## config.mk

```make
export PLATFORM = sky130hd
export DESIGN_NAME = uart_tx
export DESIGN_NICKNAME = d
export VERILOG_FILES = /design/src/rtl/uart_tx.sv
export SDC_FILE = /design/constraint.sdc
export NUM_CORES = 1
export LEC_CHECK = 0
export CAP_MARGIN = 20
export CELL_PAD_IN_SITES_DETAIL_PLACEMENT = 0
export CELL_PAD_IN_SITES_GLOBAL_PLACEMENT = 1
export CORE_MARGIN = 5
export CORE_UTILIZATION = 39
export DETAILED_ROUTE_END_ITERATION = 10
export PLACE_DENSITY_LB_ADDON = 0.12
export SLEW_MARGIN = 20
export SYNTH_ARGS = -nofsm -noshare
export SYNTH_HDL_FRONTEND = slang
export SYNTH_SLANG_ARGS = --single-unit
export TNS_END_PERCENT = 10
```

## constraint.sdc

```tcl
create_clock -name clk -period 2.12 [get_ports clk]
set_input_delay 0.212 -clock clk [delete_from_list [all_inputs] [get_ports clk]]
set_output_delay 0.212 -clock clk [all_outputs]
set_load 0.03 [all_outputs]
```

## src/rtl/uart_tx.sv

```systemverilog
// rtl/uart_tx.sv - UART frame serialiser driven by baud_clk rising-edge ticks
module uart_tx #(
  parameter int DATA_BITS  = 8,
  parameter int PARITY_EN  = 0,
  parameter int PARITY_ODD = 0,
  parameter int STOP_BITS  = 1
) (
  input  logic                 clk,
  input  logic                 reset,
  input  logic                 baud_clk,
  input  logic [DATA_BITS-1:0] tx_data,
  input  logic                 tx_valid,
  output logic                 tx_ready,
  output logic                 tx,
  output logic                 tx_busy,
  output logic                 tx_done
);

  typedef enum logic [2:0] {
    S_IDLE,
    S_SYNC,
    S_START,
    S_DATA,
    S_PARITY,
    S_STOP
  } state_t;

  localparam logic [3:0] LAST_BIT  = 4'(DATA_BITS - 1);
  localparam logic       LAST_STOP = 1'(STOP_BITS - 1);
  localparam logic       ODD       = (PARITY_ODD != 0);
  localparam logic       HAS_PAR   = (PARITY_EN != 0);

  state_t               state_q, state_d;
  logic                 baud_q;
  logic                 tick;
  logic [DATA_BITS-1:0] shift_q, shift_d;
  logic                 parity_q, parity_d;
  logic [3:0]           bit_cnt_q, bit_cnt_d;
  logic                 stop_cnt_q, stop_cnt_d;
  logic                 tx_q, tx_d;
  logic                 done_q, done_d;

  // baud_clk is already sampled by baud_q, so a rising edge is a one-cycle tick
  assign tick = baud_clk & ~baud_q;

  // Next-state, datapath and next line level; tx_d follows the state being entered
  always_comb begin
    state_d    = state_q;
    shift_d    = shift_q;
    parity_d   = parity_q;
    bit_cnt_d  = bit_cnt_q;
    stop_cnt_d = stop_cnt_q;
    done_d     = 1'b0;
    tx_d       = 1'b1;

    case (state_q)
      S_IDLE: begin
        if (tx_valid) begin
          shift_d  = tx_data;
          parity_d = (^tx_data) ^ ODD;
          state_d  = S_SYNC;
        end
      end
      S_SYNC: begin
        if (tick) state_d = S_START;
      end
      S_START: begin
        if (tick) begin
          state_d   = S_DATA;
          bit_cnt_d = 4'd0;
        end
      end
      S_DATA: begin
        if (tick) begin
          if (bit_cnt_q < LAST_BIT) begin
            shift_d   = shift_q >> 1;
            bit_cnt_d = bit_cnt_q + 4'd1;
          end else begin
            stop_cnt_d = 1'b0;
            state_d    = HAS_PAR ? S_PARITY : S_STOP;
          end
        end
      end
      S_PARITY: begin
        if (tick) begin
          stop_cnt_d = 1'b0;
          state_d    = S_STOP;
        end
      end
      S_STOP: begin
        if (tick) begin
          if (stop_cnt_q < LAST_STOP) begin
            stop_cnt_d = stop_cnt_q + 1'b1;
          end else begin
            state_d = S_IDLE;
            done_d  = 1'b1;
          end
        end
      end
      default: state_d = S_IDLE;
    endcase

    case (state_d)
      S_START:  tx_d = 1'b0;
      S_DATA:   tx_d = shift_d[0];
      S_PARITY: tx_d = parity_d;
      default:  tx_d = 1'b1;
    endcase
  end

  // State and datapath registers; reset forces the line high immediately
  always_ff @(posedge clk or posedge reset) begin
    if (reset) begin
      state_q    <= S_IDLE;
      baud_q     <= 1'b0;
      shift_q    <= '0;
      parity_q   <= 1'b0;
      bit_cnt_q  <= 4'd0;
      stop_cnt_q <= 1'b0;
      tx_q       <= 1'b1;
      done_q     <= 1'b0;
    end else begin
      state_q    <= state_d;
      baud_q     <= baud_clk;
      shift_q    <= shift_d;
      parity_q   <= parity_d;
      bit_cnt_q  <= bit_cnt_d;
      stop_cnt_q <= stop_cnt_d;
      tx_q       <= tx_d;
      done_q     <= done_d;
    end
  end

  assign tx       = tx_q;
  assign tx_done  = done_q;
  assign tx_ready = (state_q == S_IDLE);
  assign tx_busy  = (state_q != S_IDLE);

endmodule

```

==> results.txt <==
----------------------------------------------------
[CTS]
  Sinks on Clock Net ... 19
  Count of buffers added by post-CTS timing repair for setup ... 0
  Root buffer selected by CTS ... sky130_fd_sc_hd__clkbuf_4
  TritonCTS clock tree ... built
  Max Root-Sink Buffers ... 2
  Cts bufs inserted ... 3
  Clock network latency to the later pin of the worst-skew pair ... roughly 0.3 ns
  Clock-pin slew reported for the worst setup and hold paths after clock tree synthesis ... 0.11 ns
  Maximum level of the CTS H-tree ... 1

[Synth]
  Syn Area/Cell ... around 10 um^2
  Library cell occupying the most area in the post-synthesis netlist ... sky130_fd_sc_hd__dfrtp_1
  Synth top area cells ... sky130_fd_sc_hd__dfrtp_1 (48%), sky130_fd_sc_hd__xnor2_1 (6.6%), sky130_fd_sc_hd__nor2_1 (4.0%)
  Leading cell type by number of instances after synthesis ... sky130_fd_sc_hd__dfrtp_1
  Number of enable flip-flop cells after synthesis ... 0
  Post-synth net total ... approximately 100
  Post-Syn Instances ... slightly above 90
  Sequential element share of the synthesized area ... about half
  Distinct cells, synth ... 34
  Yosys Warn Count ... 0
  Synth cell count leaders ... sky130_fd_sc_hd__dfrtp_1 (18), sky130_fd_sc_hd__nor2_1 (10), sky130_fd_sc_hd__nand2_1 (9)
  Number of storage elements in the synthesis netlist ... 19
  Portion of synthesized cell area occupied by the leading cell type ... between 40% and 50%
  Total standard cell area after synthesis ... 936 um^2
  Asr flop ratio synth ... 100%
  Dominant register cell in the synthesized netlist ... sky130_fd_sc_hd__dfrtp_1

[Power]
  Sequential group share of total power ... a little under half
  Leakage power of the design ... 0.523 nW
  Switching share of power ... approximately a third
  Worst ir drop on vdd ... 524 uV
  P per Cell Area ... between 1000 and 1500 nW/um^2
  Clk network pwr share ... between 15 and 20%
  Portion of total power attributed to combinational logic ... around 37%
  Internal power ... roughly 780 uW
  Net switching power ... 426 uW

[Timing]
  Fin crit period ... 2.01 ns
  Worst setup margin ... around 0.11 ns
  Max-slew headroom at the worst pin ... 50.9%
  Slew of the pin with the lowest slew margin ... about 0.74 ns
  Total setup violations reported at the end of the flow ... 0
  RSZ-0062 raised after global routing ... no
  FMAX ... about 0.50 GHz
  Number of slew-limit violations in the final report ... 0
  Fin crit share ... between 90 and 100%
  Final worst clock skew ... ~0.0028 ns
  Final count of hold timing violations ... 0
  Sum Neg Setup Slack ... 0 ns

[Global routing]
  Number of antenna violations at the first check in global routing ... 0
  Via count of the first global-routing pass ... ~820
  Global routing usage summed across all routing layers ... a little over an eighth
  Global route total overflow ... 0
  Wire length of the first global-routing pass ... ~3600 um
  Maximum number of pins on one net before global-route repair ... 20

[Floorplanning]
  Total number of placement rows ... 17
  Die Area ... 3480 um^2
  Die span in x ... approximately 59 um
  Height of the die ... 59.0 um
  Initial cell density of the core ... about two fifths
  Placeable core region ... approximately 2300 um^2
  Number of I/O pins ... 16

[Placement]
  Number of port buffers ... 15
  Total half-perimeter wirelength after legalization and detailed placement ... between 1000 and 1500 um
  Pre-CTS WS ... ~0.18 ns
  Placed Area ... ~1100 um^2
  GP Congestion ... about 0.74

[Setup path]
  Required time worst endpoint ... 1.91 ns
  Length in cells of the worst reg-to-reg path ... 6
  Critical Path Start ... state_q[1]$_DFF_PP0_
  Critical Path Max Stage Delay ... about 0.6 ns
  Highest fanout seen on the critical path ... 7
  Startpoint kind of the worst setup timing path ... flop
  Type of the worst setup path ... flop to output port
  End point of the critical path ... tx_busy
  Critical Path, Cell by Cell ... or3_4, clkdlybuf4s50_1
  R2R setup slack ... approximately 0.22 ns
  Cell with the largest stage delay on the worst path ... sky130_fd_sc_hd__clkdlybuf4s50_1
  Arrival time at the worst endpoint ... 1.79 ns
  FF-to-FF End ... shift_q[2]$_DFFE_PP0P_
  Worst r2r src ... bit_cnt_q[0]$_DFFE_PP0P_
  Crit end category ... output port

[Layout]
  Area overhead of the layout relative to synthesis ... 22.7%
  Final net count ... around 120
  Final core utilization ... 50.9%
  Storage cell area ... approximately 480 um^2
  Layout cell share with drive strength beyond 1 ... 10.0%
  Area taken by multi-input logic gates ... around 410 um^2
  Number of inserted filler cells in the final layout ... about 250
  Post-route design area ... between 1000 and 1500 um^2
  Antenna diode count ... 0

[Worst hold path]
  Type of the tightest min-delay check ... input port to async pin

[Detailed routing]
  Final ANT Viol Nets ... 0
  DRC viols ... 0
  Number of optimization iterations in the first detailed-route pass ... 4
  Via total after detailed routing ... around 760
  Wire length after detailed routing ... between 1500 and 2000 um
  1st-iter DRT viols ... 27
  Average detailed-routed wire length per instance ... about 14 um
  Via density per instance ... ~5.5

[Flow run]
  Max_cap viols ... 0

[Run status]
  Status ... completed

----------------------------------------------------
==> routing by layer <==
metal	routed length (um)	vias to the layer above	global-route usage, %
met5	0	-	0
met4	33	0	5.83
met3	73	5	1.96
met2	910	18	22.4
met1	889	371	17.1
li1	-	363	-
==> metrics by stage <==
stage	hold WS, ns	cells	power, mW
after floorplan	0.162	91	0.901
after global placement	0.462	134	1.03
after detailed placement	0.466	134	1.04
after CTS	0.354	138	1.23
after global routing	0.399	138	1.33
final	0.325	138	1.21
==> flip-flops by register name (all words and copies together), names as in the netlist <==
signal     count
shift_q        8
bit_cnt_q      4
state_q        3
baud_q         1
parity_q       1
tx             1
tx_done        1
==> placed cells by master (no fill, tap or decap), drive strengths merged, types with 2 or more instances in the layout <==
master         instances
dfrtp                 18
clkdlybuf4s50         14
nor2                  10
nand2                  9
xnor2                  7
inv                    6
a21oi                  5
clkbuf                 4
a222oi                 3
o21ai                  3
buf                    3
a22o                   2
a32oi                  2
nor3                   2
a22oi                  2
or3                    2
==> cell families (layout without fill, tap and decap cells) <==
family	after synthesis	count (layout)	share of synthesized area, %
buffers and inverters	10	29	5.48
AO/OA/AOI/OAI	21	21	17.0
XOR/XNOR	7	7	6.55
flip-flops	19	19	50.9
multiplexers	2	2	2.27
AND/OR/NAND/NOR	31	31	16.4
adder cells (fa/ha/maj)	1	1	1.34
==> worst min path at each step <==
stage | from | endpoint | depth (start not counted)
floorplan | reset | baud_q$_DFF_PP0_ | 1
detailed placement | shift_q[3]$_DFFE_PP0P_ | shift_q[3]$_DFFE_PP0P_ | 2
CTS | reset | bit_cnt_q[0]$_DFFE_PP0P_ | 2
finish | reset | bit_cnt_q[0]$_DFFE_PP0P_ | 2
global route | reset | shift_q[4]$_DFFE_PP0P_ | 2
global placement | shift_q[3]$_DFFE_PP0P_ | shift_q[3]$_DFFE_PP0P_ | 2
==> power groups by stage <==
stage                     Clock, mW  Combinational (mW)  Sequential (mW)
after global placement            0               0.443            0.583
after CTS                     0.195               0.451            0.579
after detailed placement          0               0.451            0.584
final                         0.185               0.444            0.579
after global routing          0.219               0.514            0.600
after floorplan                   0               0.315            0.586
==> critical path, delay by kind of cell, from the launching register on <==
family / cells / cell delay [ns]
buffers and inverters: 1 / 0.61
DFF: 1 / 0.45
and+or+nand+nor: 1 / 0.44
==> final cells by class <==
type                            instances  share of cell area, %
Multi-Input combinational cell         62                   35.5
Timing Repair Buffer                   18                   14.9
Tap cell                               28                   3.05
Clock buffer                            4                   2.29
Sequential cell                        19                   41.5
Inverter                                7                   2.72
==> repair_timing <==
item	in CTS	in global routing
hold endpoints to repair	0	0
endpoints found under the setup margin	1	0
hold buffers	0	0
gates resized for setup	1	0
(Power assumes the default switching activity.)
